===== src/rtl/dino_pkg.sv =====
// Shared types and constants for the dino runner: game states, floor height
// and default timing so the jump datapath and the game controller agree.
package dino_pkg;

  typedef enum logic [1:0] {
    IDLE     = 2'd0,
    RUN      = 2'd1,
    DEAD     = 2'd2,
    WAIT_REL = 2'd3
  } game_state_t;

  localparam logic [7:0]  DINO_FLOOR_Y    = 8'd101;
  localparam int unsigned TICK_DIV_DEF    = 400000;
  localparam int unsigned HOLD_CYC_DEF    = 300000;
  localparam int unsigned DEATH_TICKS_DEF = 64;
  localparam int unsigned SCORE_W_DEF     = 14;

  // Bits needed to hold the values 0..n-1, never less than one.
  function automatic int unsigned cnt_width(input int unsigned n);
    return (n > 1) ? $clog2(n) : 1;
  endfunction

  // The physics tick only runs while a game is in progress or dying.
  function automatic logic tick_active(input game_state_t s);
    return (s == RUN) || (s == DEAD);
  endfunction

endpackage


===== src/rtl/dino_tick_gen.sv =====
// Physics-tick prescaler: counts TICK_DIV clocks while enabled and emits a
// registered one-cycle pulse after each terminal count.
module dino_tick_gen
  import dino_pkg::*;
#(
  parameter int unsigned TICK_DIV = TICK_DIV_DEF
) (
  input  logic clk,
  input  logic rst,
  input  logic en,
  input  logic clr,
  output logic tick
);

  localparam int unsigned CW = cnt_width(TICK_DIV);
  localparam logic [CW-1:0] TC_LAST = CW'(TICK_DIV - 1);

  logic [CW-1:0] tick_cnt;

  always_ff @(posedge clk or posedge rst) begin
    if (rst) begin
      tick_cnt <= '0;
      tick     <= 1'b0;
    end else if (clr || !en) begin
      tick_cnt <= '0;
      tick     <= 1'b0;
    end else if (tick_cnt == TC_LAST) begin
      tick_cnt <= '0;
      tick     <= 1'b1;
    end else begin
      tick_cnt <= tick_cnt + 1'b1;
      tick     <= 1'b0;
    end
  end

endmodule


===== src/rtl/dino_game_ctrl.sv =====
// Dino runner game sequencer: button qualification, game FSM, physics tick,
// jump request and score / high-score bookkeeping.
//
// state    | meaning
// IDLE     | waiting for a qualified press to start a game
// RUN      | game running, obstacles scroll, presses on the floor jump
// DEAD     | collision seen, waiting DEATH_TICKS physics ticks
// WAIT_REL | death time over, waiting for the button to be released
module dino_game_ctrl
  import dino_pkg::*;
#(
  parameter int unsigned TICK_DIV    = TICK_DIV_DEF,
  parameter int unsigned HOLD_CYC    = HOLD_CYC_DEF,
  parameter int unsigned DEATH_TICKS = DEATH_TICKS_DEF,
  parameter int unsigned SCORE_W     = SCORE_W_DEF
) (
  input  logic               clk,
  input  logic               rst,
  input  logic               button,
  input  logic               dino_on_floor,
  input  logic               collision,
  output logic               phys_tick,
  output logic               jump_req,
  output logic               run_en,
  output logic               game_over,
  output logic [1:0]         state,
  output logic [SCORE_W-1:0] score,
  output logic [SCORE_W-1:0] hi_score
);

  localparam int unsigned HW = cnt_width(HOLD_CYC + 1);
  localparam int unsigned DW = cnt_width(DEATH_TICKS);
  localparam logic [HW-1:0]      HOLD_MAX   = HW'(HOLD_CYC);
  localparam logic [HW-1:0]      HOLD_ARM   = HW'(HOLD_CYC - 1);
  localparam logic [DW-1:0]      DEATH_LAST = DW'(DEATH_TICKS - 1);
  localparam logic [SCORE_W-1:0] SCORE_MAX  = '1;

  game_state_t        st_q, st_nxt;
  logic [HW-1:0]      hold_cnt;
  logic               btn_q;
  logic [DW-1:0]      death_cnt, death_nxt;
  logic [SCORE_W-1:0] score_nxt, hi_nxt;
  logic               jump_nxt;
  logic               tick_en, tick_clr;

  // One pulse per press: fires only on the HOLD_CYC-1 -> HOLD_CYC step.
  always_ff @(posedge clk or posedge rst) begin
    if (rst) begin
      hold_cnt <= '0;
      btn_q    <= 1'b0;
    end else begin
      btn_q <= button && (hold_cnt == HOLD_ARM);
      if (!button) begin
        hold_cnt <= '0;
      end else if (hold_cnt != HOLD_MAX) begin
        hold_cnt <= hold_cnt + 1'b1;
      end
    end
  end

  assign tick_en  = tick_active(st_q);
  assign tick_clr = (st_nxt != st_q);

  dino_tick_gen #(
    .TICK_DIV(TICK_DIV)
  ) u_tick_gen (
    .clk (clk),
    .rst (rst),
    .en  (tick_en),
    .clr (tick_clr),
    .tick(phys_tick)
  );

  always_comb begin
    st_nxt    = st_q;
    jump_nxt  = 1'b0;
    score_nxt = score;
    hi_nxt    = hi_score;
    death_nxt = death_cnt;
    unique case (st_q)
      IDLE: begin
        if (btn_q) begin
          st_nxt    = RUN;
          score_nxt = '0;
        end
      end
      RUN: begin
        // Collision wins over a coincident tick or press.
        if (collision) begin
          st_nxt    = DEAD;
          death_nxt = '0;
          if (score > hi_score) hi_nxt = score;
        end else begin
          if (phys_tick && (score != SCORE_MAX)) score_nxt = score + 1'b1;
          if (btn_q && dino_on_floor) jump_nxt = 1'b1;
        end
      end
      DEAD: begin
        if (phys_tick) begin
          if (death_cnt == DEATH_LAST) begin
            st_nxt    = WAIT_REL;
            death_nxt = '0;
          end else begin
            death_nxt = death_cnt + 1'b1;
          end
        end
      end
      WAIT_REL: begin
        if (hold_cnt == '0) st_nxt = IDLE;
      end
      default: st_nxt = IDLE;
    endcase
  end

  always_ff @(posedge clk or posedge rst) begin
    if (rst) begin
      st_q      <= IDLE;
      jump_req  <= 1'b0;
      run_en    <= 1'b0;
      game_over <= 1'b0;
      score     <= '0;
      hi_score  <= '0;
      death_cnt <= '0;
    end else begin
      st_q      <= st_nxt;
      jump_req  <= jump_nxt;
      run_en    <= (st_nxt == RUN);
      game_over <= (st_nxt == DEAD) || (st_nxt == WAIT_REL);
      score     <= score_nxt;
      hi_score  <= hi_nxt;
      death_cnt <= death_nxt;
    end
  end

  assign state = st_q;

endmodule


===== config.mk =====
export PLATFORM = sky130hd
export DESIGN_NAME = dino_game_ctrl
export DESIGN_NICKNAME = d
export VERILOG_FILES = /design/src/rtl/dino_pkg.sv /design/src/rtl/dino_tick_gen.sv /design/src/rtl/dino_game_ctrl.sv
export SDC_FILE = /design/constraint.sdc
export NUM_CORES = 1
export LEC_CHECK = 0
export ABC_CLOCK_PERIOD_IN_PS = 2980
export CAP_MARGIN = 20
export CORE_ASPECT_RATIO = 0.8
export CORE_MARGIN = 2
export CORE_UTILIZATION = 45
export DETAILED_ROUTE_END_ITERATION = 10
export HOLD_SLACK_MARGIN = 0.03
export MAX_ROUTING_LAYER = met4
export PLACE_DENSITY_LB_ADDON = 0.3
export SLEW_MARGIN = 25
export SYNTH_ARGS = -nofsm -noshare
export SYNTH_HDL_FRONTEND = slang
export SYNTH_SLANG_ARGS = --single-unit

===== constraint.sdc =====
create_clock -name clk -period 2.98 [get_ports clk]
set_input_delay 0.596 -clock clk [delete_from_list [all_inputs] [get_ports clk]]
set_output_delay 0.596 -clock clk [all_outputs]
set_load 0.01 [all_outputs]

### Yosys cells after proc, flatten, opt, wreduce, memory -nomap -nowiden

Cells that the tools add are included.

* magnitude comparators: 1
* $add $sub $neg: 4
* shifts and indexed selects: 0
* reductions and logical operators: 14
* divide/modulo/power cells: 0
* mux-type cells: 23
* multiply operators: 0
* bitwise logic cells: 0
* equality and inequality tests: 18

Operators with widths (number)
* 2-to-1 mux 19 bit: 4
* 2-to-1 mux 14 bit: 3
* adder 19 x 1 -> 19 bit, second input constant: 2
* == test 19 bit, second input constant: 2
* case mux 14 bit (2 select lines): 1
* zero test 19 bit: 1
* inequality test 19 bit, second input constant: 1
* 2-to-1 mux 6 bit: 3
* adder 14 x 1 -> 14 bit, second input constant: 1
* greater-than comparator 14 bit: 1
* inequality test 14 bit, second input constant: 1
* case mux 6 bit (2 select lines): 1
* 2-to-1 mux 2 bit: 5
* == test 2 bit, second input constant: 4
* case mux 2 bit (4 select lines): 1
* adder 6 x 1 -> 6 bit, second input constant: 1
* == test 6 bit, second input constant: 1
* inequality test 2 x 1 -> 1 bit, second input constant: 3
* inequality test 2 bit, second input constant: 3
* AND reduction 3 bit: 2
* 2-to-1 mux 1 bit: 5
* == test 2 x 1 -> 1 bit, second input constant: 2
* AND reduction 4 bit: 1
* nonzero test 2 bit: 2
* 5 further kinds: 9

* output and inout bits: 34
* logic and storage cells: 71
* memories: 0
* ROM bits: 0
* input bits: 5
* latch bits: 0
* memory bits (writable): 0
* register bits: 79

### Longest topological paths before layout

Gate-level depths: netlist of run 1.

* depth in word-level cells: 7
* depth in mapped cells: 9
* depth with buffers taken out: 7

### By module

A second synthesis of run 1 with hierarchy kept.

* cell total of the unflattened synthesis: 441
* area total of the unflattened synthesis: 4289.1 um^2

By module, submodules not included
* dino_game_ctrl: times used 1, cells an instance 334, area an instance 3255.6 um^2
* dino_tick_gen: times used 1, cells an instance 107, area an instance 1033.5 um^2

### Worst setup path before layout of run 1

No wires, ideal clock.

* path type: reg-to-reg
* start point: register score[11]
* end point: register hi_score[0]
* data arrival time: 2265 ps
* path buffers: 1
* setup time: 125 ps
* setup slack: 590 ps
* stages on the path, launching flop included: 8
* clock period less this slack: 2390 ps
* cells stage by stage: dfrtp_1 -> ha_1 -> nand4_1 -> o21ai_0 -> o31ai_1 -> a221oi_1 -> buf_2 -> mux2_2

* cells in the longest elaborated chain, start to end: 2

Ends and longest elaborated chain
* start: declaration: line dino_game_ctrl.sv:27 `output logic [SCORE_W-1:0] score,`
* start signal: assignment: line dino_game_ctrl.sv:129 `score <= score_nxt;`
* greater-than comparator 14 bit: line dino_game_ctrl.sv:92 `if (score > hi_score) hi_nxt = score;`
* AND reduction 3 bit (no source line)
* end signal: assignment: line dino_game_ctrl.sv:130 `hi_score <= hi_nxt;`
* end: declaration: line dino_game_ctrl.sv:28 `output logic [SCORE_W-1:0] hi_score`

Every way passes these cells.
A chain may end at the register's enable or synchronous reset.

### Worst setup path after layout of run 1

* start point: register st_q[1] (netlist: state[1])
* end point: register u_tick_gen.tick_cnt[7]

* cells in the longest elaborated chain, start to end: 6
* elaborated cells between the ends (all ways): 15

Ends and longest elaborated chain
* start: declaration: line dino_game_ctrl.sv:38 `game_state_t st_q, st_nxt;`
* start signal: assignment: line dino_game_ctrl.sv:125 `st_q <= st_nxt;`
* 2-to-1 mux 2 bit: line dino_game_ctrl.sv:100 `if (death_cnt == DEATH_LAST) begin`
* 2-to-1 mux 2 bit: line dino_game_ctrl.sv:99 `if (phys_tick) begin`
* case mux 2 bit (4 select lines): line dino_game_ctrl.sv:80 `unique case (st_q)`
* inequality test 2 bit: line dino_game_ctrl.sv:62 `assign tick_clr = (st_nxt != st_q);`
* logical OR 1 bit (*): line dino_tick_gen.sv:24 `end else if (clr || !en) begin`
* 2-to-1 mux 19 bit (*): line dino_tick_gen.sv:24
* end signal: assignment: line dino_tick_gen.sv:31 `tick_cnt <= tick_cnt + 1'b1;`
* end: declaration: line dino_tick_gen.sv:18 `logic [CW-1:0] tick_cnt;`

Every way passes the cells marked *; elsewhere a longest branch is shown, timed or not.

==> results of run 1 <==
[critical path, cell delays in order (launching register included)]
cell and delay, ns:
dfrtp_1 0.45, inv_1 0.17, ha_1 0.39, nor2b_1 0.32
nor3_1 0.13, a311oi_1 0.36, o211ai_2 0.26, buf_4 0.26
nor3_1 0.20
[metrics by stage]
step           instance area, um2  std cells
4_1_cts                      5244        618
3_5_place_dp                 4945        602
2_1_floorplan                4410        452
3_3_place_gp                 4945        602
5_1_grt                      5244        618
6_report                     5244        618
[registers in the layout (all words and copies together), names as in the netlist]
signal / cells
btn_q: 1
death_cnt: 6
game_over: 1
hi_score: 14
hold_cnt: 19
jump_req: 1
run_en: 1
score: 14
state: 2
u_tick_gen.tick: 1
u_tick_gen.tick_cnt: 19
[final cells by class]
cell class | instances | share of cell area
timing repair buffer | 46 | 0.08638
tap | 119 | 0.02839
clock buffer | 9 | 0.04295
multi-input combinational | 330 | 0.4309
sequential | 79 | 0.3770
inverter | 28 | 0.02028
clock inverter | 7 | 0.01408
[worst paths after layout]
path / cells after the start / end / slack [ns] / start
worst max-delay path: 8 / u_tick_gen.tick_cnt[7] / 0.34 / state[1]
worst min-delay path: 1 / death_cnt[5] / 0.49 / death_cnt[5]
worst max register to register: 8 / u_tick_gen.tick_cnt[7] / 0.34 / state[1]
worst min register to register: 1 / death_cnt[5] / 0.49 / death_cnt[5]
max in group asynchronous: 3 / hi_score[8] / 1.80 / rst
min in group asynchronous: 2 / hold_cnt[2] / 0.56 / rst
[logic make-up after synthesis]
group	synth area share
AOI/OAI and AO/OA	0.09702
adders and majority gates	0.06525
xor gates and xnor gates	0.07149
and+or+nand+nor	0.2346
buffers and inverters	0.04085
DFF	0.4482
muxes	0.04255
[per-layer routing]
| metal | vias to the layer above | wire length (um) | global-route usage |
|---|---|---|---|
| li1 | 1697 | - | - |
| met1 | 1613 | 4786 | 0.2864 |
| met2 | 65 | 4111 | 0.2766 |
| met3 | 5 | 359 | 0.05890 |
| met4 | 0 | 61 | 0.05183 |
| met5 | - | 0 | - |
[layout by cell type (no fill, tap or decap), types with 9 or more instances in the layout]
cell type / count
dfrtp_1: 79
clkdlybuf4s50_1: 38
nand2_1: 31
nor2_1: 29
inv_1: 27
o21ai_0: 23
ha_1: 23
xor2_1: 22
nand3_1: 21
nand4_1: 19
and2_1: 18
nor3_1: 17
mux2_2: 14
xnor2_1: 14
a21oi_1: 10
clkbuf_16: 9
[power breakdown]
part	switching, mW	internal, mW
registers	0.0491	1.11
clock network	0.455	0.649
logic	0.220	0.163
==> metrics.txt, run 1 <==
slack of the critical path=0.3364 ns; initial antenna violation count=0; H-tree depth reported by CTS=3; Root Driver=clkbuf_16; dpl ws=0.3412 ns; nets=522; Antenna Nets Post-Route=0; drt via density=5.469; Critical Path RT=3.23 ns; crit start category=flip-flop; CP Data Arrival Time=2.90 ns; Yosys top cell by area=dfrtp_1; vias after detailed routing=3380; list of most frequent post-synthesis cells=79 x dfrtp_1, 31 x nand2_1, 29 x nor2_1, 28 x inv_1; #FFs+latches synth=79; CTS Sinks=79; # port buffers=38; setup_tns=0 ns; library cells used by synthesis=49; first-pass GRT wire length=16170 um; # rows=32; Yosys top cell area share=0.4482; most common cell in the netlist=dfrtp_1; vias in the first global route=3223; max cap viols=0; clock-pin slew on the worst setup and hold paths=0.07 ns; Max VDD drop=0.2722 mV; LEAKAGE=2.258 nW; Hold Slack=0.4905 ns; footprint of the multi-input gates=2260 um2; fin. max-slew vios=0; Post-Syn Instances=452; Area growth syn-to-layout=18.89%; setup repair after global routing missed its margin=false; Syn Std Cell Area=4410 um2; PwrDens=504.6 nW/um2; worst hold path type=flip-flop to flip-flop; Critical Path End Type=flip-flop; Slew @ Worst Pin=0.7262 ns; Slew HR=0.5033; final worst-path cycle share=0.8871; Die ar.=10610 um2; Final GP Congestion=0.9021; asr flop ratio synth=1.000; Initial Util=0.4609; total global-route track usage=0.1998; Tot Pwr=2.646 mW; layout cell share with drive strength beyond 1=0.09419; crit-path max FO=12; Hold Fails Final Rpt=0; HPWL after DPL=6554 um; Die Y=92.55 um; ant diodes=0; CTS tree=yes; status=completed; # DRC=0; die width=114.7 um; Routed WL per cell=15.08 um; Final Util=0.5480; Tmin final=2.644 ns; WL final=9318 um; post-CTS sizing=0; largest net degree at the start of global routing=39; Final Skew=0.006482 ns; top post-synthesis cells by area=dfrtp_1 45%, ha_1 6.5%, xor2_1 4.4%; Synth Warn #=0; worst skew pair latency=0.34 ns; Setup Crit Path Kind=flip-flop to flip-flop; setup bufs post-CTS=0; Ports=39; # fillers=827; Fmax=378.3 MHz; register area share after synthesis=0.4482; total CTS buffers=9; Post-synth EDFFs=0; Sequential Area=1977 um2; Hold-fix buffers, CTS=0; DRT iter0 DRCs=221; Pre-antenna DRT Iters=4; core area=9569 um2; CTS Buffer Depth=2; syn nets=480; Avg Cell Area, Syn=9.758 um2; Overflow after GRT=0; ys flop type=dfrtp_1; final setup vio count=0
No activity file was read; power rests on OpenSTA's default activity.
==> run 2: changes to the inputs <==
Settings changed: ABC_CLOCK_PERIOD_IN_PS 2980 to 2280, CAP_MARGIN 20 to unset.
Clock period 2.98 ns to 2.28 ns, I/O delays scaled along.
==> run 2 against run 1 <==
  * Critical path depth rose by 1
  * Global-route usage rose by 0.24 points
  * Combinational power is 81% higher
  * Largest power group unchanged
  * Non-clock buffer count up 36
  * Total power grew 35%
  * Highest routed layer unchanged
==> metrics.txt, run 2 (same netlist as run 1, synthesis figures left out) <==
Routed WL per cell=14.80 um (-1.8%); reg2reg start=state[0]; ant diodes=0 (unchanged); vias after detailed routing=3529 (+4.4%); RR Endpoint=u_tick_gen.tick_cnt[17]; CP bufs+invs=3 (+1); # DRC=0 (unchanged); WL final=9665 um (+3.7%); # port buffers=38 (unchanged); max cap viols=0 (unchanged); Critical Path RT=2.50 ns (-0.73 ns); H-tree depth reported by CTS=3 (unchanged); Hold Slack=0.4839 ns (-0.006603 ns); CP Data Arrival Time=2.50 ns (-0.40 ns); clock-pin slew on the worst setup and hold paths=0.06 ns (about the same); CTS tree=yes; CTS Sinks=79 (unchanged); Final Skew=0.005083 ns (-0.001399 ns); Slew @ Worst Pin=0.6007 ns (-0.1256 ns); Die Y=92.55 um (unchanged); Tmin final=2.274 ns (-0.3700 ns); # rows=32 (unchanged); Initial Util=0.4609 (unchanged); Tot Pwr=3.562 mW (+35%); Ports=39 (unchanged); total global-route track usage=0.2022 (+0.002403); core area=9569 um2 (unchanged); critical-path cell list=buf_4 > ha_1 > or4_1 > a21oi_1 > a311oi_2 > o211ai_2 > buf_6 > clkbuf_16 > nor3b_1; worst skew pair latency=0.34 ns (about the same); cell family with most CP delay=simple AND/OR/NAND/NOR gates; most frequent cells in the layout=79 x dfrtp_1, 40 x buf_4, 38 x clkdlybuf4s50_1; Area growth syn-to-layout=26.61%; HP Start=death_cnt[5]; worst hold path type=flip-flop to flip-flop; Fmax=439.8 MHz (+16%); Regs by FF count=hold_cnt x19, u_tick_gen.tick_cnt x19; drt via density=5.404 (-1.2%); Root Driver=clkbuf_16; Overflow after GRT=0 (unchanged); total CTS buffers=9 (unchanged); setup_tns=0 ns (unchanged); setup slack, reg-to-reg=0.006 ns (-0.33 ns); die width=114.7 um (unchanged); Slew HR=0.5983 (+0.09497); Final GP Congestion=0.8535 (-5.4%); fin. max-slew vios=0 (unchanged); status=completed; setup repair after global routing missed its margin=true; Worst path max stage delay=0.52 ns (+0.07 ns); nets=558 (+6.9%); PwrDens=637.9 nW/um2 (+26%); CTS Buffer Depth=2 (unchanged); Hold-fix buffers, CTS=0 (unchanged); Die ar.=10610 um2 (unchanged); crit start category=flip-flop; final setup vio count=0 (unchanged); Worst Hold Path EP=death_cnt[5]; vias in the first global route=3433 (+6.5%); final worst-path cycle share=0.9972 (+0.1101); DRT iter0 DRCs=200 (-9.5%); Max VDD drop=0.4314 mV (+58%); first-pass GRT wire length=16530 um (+2.2%); LEAKAGE=2.458 nW (+8.9%); largest net degree at the start of global routing=80 (+110%); Reg2Reg Depth=9 (+1); commonest non-fill, non-tap cell in the layout=dfrtp_1; Worst Hold Depth=1 (unchanged); initial antenna violation count=0 (unchanged); Pre-antenna DRT Iters=4 (unchanged); Setup Crit Path Kind=flip-flop to flip-flop; layout cell share with drive strength beyond 1=0.1667 (+0.07248); Antenna Nets Post-Route=0 (unchanged); CP max-delay cell=or4_1; Hold Fails Final Rpt=0 (unchanged); Critical Path End Type=flip-flop; crit-path max FO=9 (-3); HPWL after DPL=6847 um (+4.5%)
==> run 2: layer usage <==
metal,global-route usage,up-vias,wire length (um)
met3,0.05366,13,361
met4,0.05386,0,120
li1,-,1769,-
met2,0.2988,56,4552
met1,0.2770,1691,4630
met5,-,-,0
==> run 2: repair_timing <==
item	CTS	global route
cloned	0	1
endpoints found under the setup margin	21	39
gates resized for setup	2	11
buffers inserted	1	1
pin swaps	0	5
==> run 2: final cells by class <==
cell class                      count  area (um2)
Clock buffer                       11       232.7
Clock inverter                      4       47.55
Fill cell                         812        3985
Inverter                           28       108.9
Multi-Input combinational cell    330        2312
Sequential cell                    79        1977
Tap cell                          119       148.9
Timing Repair Buffer               82       757.0
==> run 2: worst max path at each step <==
stage	from	end	slack (ns)	depth (start not counted)
2_1_floorplan	score[7]	hi_score[0]	0.06	7
3_3_place_gp	hold_cnt[0]	u_tick_gen.tick_cnt[12]	-0.02	8
3_5_place_dp	hold_cnt[0]	u_tick_gen.tick_cnt[9]	-0.15	8
4_1_cts	hold_cnt[13]	u_tick_gen.tick_cnt[7]	0.01	6
5_1_grt	state[0]	u_tick_gen.tick_cnt[1]	-0.06	9
6_report	state[0]	u_tick_gen.tick_cnt[17]	0.006	9
==> run 2: through the flow <==
step | util | std cells | cell area [um2] | setup WS (ns)
2_1_floorplan | - | 452 | 4420 | 0.05529
3_3_place_gp | 0.5442 | 635 | 5207 | -0.01646
3_5_place_dp | 0.5442 | 635 | 5207 | -0.1503
4_1_cts | 0.5754 | 651 | 5507 | 0.01211
5_1_grt | 0.5836 | 653 | 5584 | -0.05508
6_report | 0.5836 | 653 | 5584 | 0.006386
==> run 2: where the power goes <==
group	switching [mW]	internal (mW)	total, mW
sequential	0.0426	1.45	1.49
clock	0.540	0.838	1.38
combinational	0.360	0.330	0.690
==> run 3: changes to the inputs <==
Settings changed: MAX_ROUTING_LAYER met4 to unset.
==> run 3 against run 2 <==
  * Largest power group unchanged
  * Setup slack is essentially flat
  * First-iteration DRC count shrank 4.0%
  * Hold slack lost 0.00079 ns
  * Critical path depth is the same
  * Clock skew grew 0.00096 ns
  * Largest cell class unchanged
  * Wire length shrank 0.36%
  * Non-clock buffer count is the same
  * Highest routed layer unchanged
==> metrics.txt, run 3 (same netlist as run 1, synthesis figures left out) <==
clock-pin slew on the worst setup and hold paths=0.06 ns (about the same); # DRC=0 (unchanged); Setup Crit Path Kind=flip-flop to flip-flop; crit-path max FO=9 (unchanged); layout cell share with drive strength beyond 1=0.1667 (unchanged); LEAKAGE=2.458 nW (unchanged); initial antenna violation count=0 (unchanged); Worst path max stage delay=0.52 ns (about the same); cell family with most CP delay=simple AND/OR/NAND/NOR gates; Die Y=92.55 um (unchanged); drt via density=5.412 (+0.14%); most frequent cells in the layout=79 x dfrtp_1, 40 x buf_4, 38 x clkdlybuf4s50_1; final worst-path cycle share=0.9971 (about the same); Regs by FF count=hold_cnt x19, u_tick_gen.tick_cnt x19; Overflow after GRT=0 (unchanged); first-pass GRT wire length=16510 um (-0.13%); commonest non-fill, non-tap cell in the layout=dfrtp_1; critical-path cell list=buf_4 > ha_1 > or4_1 > a21oi_1 > a311oi_2 > o211ai_2 > buf_6 > clkbuf_16 > nor3b_1; Placed Cells=635 (unchanged); crit start category=flip-flop; Internal=2.619 mW (about the same); status=completed; WL final=9630 um (-0.36%); worst skew pair latency=0.34 ns (about the same); fin. max-slew vios=0 (unchanged); DRT iter0 DRCs=192 (-4.0%); vias after detailed routing=3534 (+0.14%); H-tree depth reported by CTS=3 (unchanged); CP max-delay cell=or4_1; vias in the first global route=3434 (+0.029%); Clk pwr share=0.386 (about the same); Root Driver=clkbuf_16; worst hold path type=flip-flop to flip-flop; Area growth syn-to-layout=26.61% (unchanged); # rows=32 (unchanged); switching pwr=0.9350 mW (-0.89%); max cap viols=0 (unchanged); Slew HR=0.6174 (+0.01912); CP bufs+invs=3 (unchanged); slack of the critical path=0.006589 ns (+0.0002023 ns); Critical Path End Type=flip-flop; Hold Fails Final Rpt=0 (unchanged); Routed WL per cell=14.75 um (-0.36%); setup repair after global routing missed its margin=true; # port buffers=38 (unchanged); CTS Sinks=79 (unchanged); Fmax=439.9 MHz (about the same); Antenna Nets Post-Route=0 (unchanged); Logic pwr share=0.194 (about the same); Pre-antenna DRT Iters=5 (+1); CTS Buffer Depth=2 (unchanged); Max VDD drop=0.4317 mV (about the same); PwrDens=636.4 nW/um2 (-0.24%); core area=9569 um2 (unchanged); dpl ws=-0.1503 ns (unchanged); Final GP Congestion=0.8404 (-1.5%); Final Skew=0.006039 ns (+0.0009562 ns); total CTS buffers=9 (unchanged); ant diodes=0 (unchanged); Initial Util=0.4609 (unchanged); HPWL after DPL=6847 um (unchanged); die width=114.7 um (unchanged); Tmin final=2.273 ns (-0.0002023 ns); largest net degree at the start of global routing=80 (unchanged); Net Sw Frac=0.2631 (-0.001725); setup slack, reg-to-reg=0.007 ns (about the same); total global-route track usage=0.1965 (-0.005693); CTS tree=yes; nets=558 (unchanged); Finished Layout Cells=653 (unchanged); Critical Path RT=2.50 ns (about the same); Ports=39 (unchanged); Slew @ Worst Pin=0.5721 ns (-0.02860 ns); sequential power share=0.420 (about the same); final setup vio count=0 (unchanged); CP Data Arrival Time=2.49 ns (about the same); Die ar.=10610 um2 (unchanged)
[run 3: power by group through the flow]
stage / sequential, mW / clock [mW] / combinational [mW]
after floorplan: 1.54 / 0 / 0.329
after global placement: 1.51 / 0 / 0.590
after detailed placement: 1.52 / 0 / 0.601
after CTS: 1.49 / 1.40 / 0.620
after global routing: 1.50 / 1.47 / 0.759
final: 1.49 / 1.37 / 0.690
[run 3: final timing paths]
kind	startpoint	cells past startpoint	endpoint
min in group asynchronous	rst	3	hold_cnt[10]
hold reg to reg	death_cnt[5]	1	death_cnt[5]
max in group asynchronous	rst	3	score[12]
setup / recovery	state[0]	9	u_tick_gen.tick_cnt[17]
hold / removal	death_cnt[5]	1	death_cnt[5]
setup reg to reg	state[0]	9	u_tick_gen.tick_cnt[17]
[run 3: layer usage]
layer	wire [um]	up-vias	part of all wire	GRT usage
met1	4611	1693	0.48	0.2766
met3	364	13	0.038	0.04777
met5	0	-	0	0
met4	138	0	0.014	0.06301
li1	-	1767	-	-
met2	4516	61	0.47	0.2988
[run 3: through the flow]
step                      cell area (um2)  hold WS, ns  power [mW]    util  setup TNS (ns)
after CTS                            5507       0.4856       3.518  0.5754               0
after floorplan                      4420       0.4448       1.872       -               0
after global routing                 5584       0.5104       3.732  0.5836         -0.7686
final                                5584       0.4831       3.554  0.5836               0
after global placement               5207       0.4707       2.105  0.5442         -0.1141
after detailed placement             5207       0.4812       2.120  0.5442          -2.421
[run 3: layout make-up]
class                           instances  area, um2
Tap cell                              119      148.9
Clock inverter                          4      47.55
Sequential cell                        79       1977
Multi-Input combinational cell        330       2312
Timing Repair Buffer                   82      757.0
Clock buffer                           11      232.7
Inverter                               28      108.9
Fill cell                             812       3985
[run 3: what timing repair did]
action                     CTS  global route
pin swaps                    0             5
setup endpoints to repair   21            39
buffers inserted             1             1
hold buffers                 0             0
hold endpoints to repair     0             0
resized for setup            2            11
cloned                       0             1
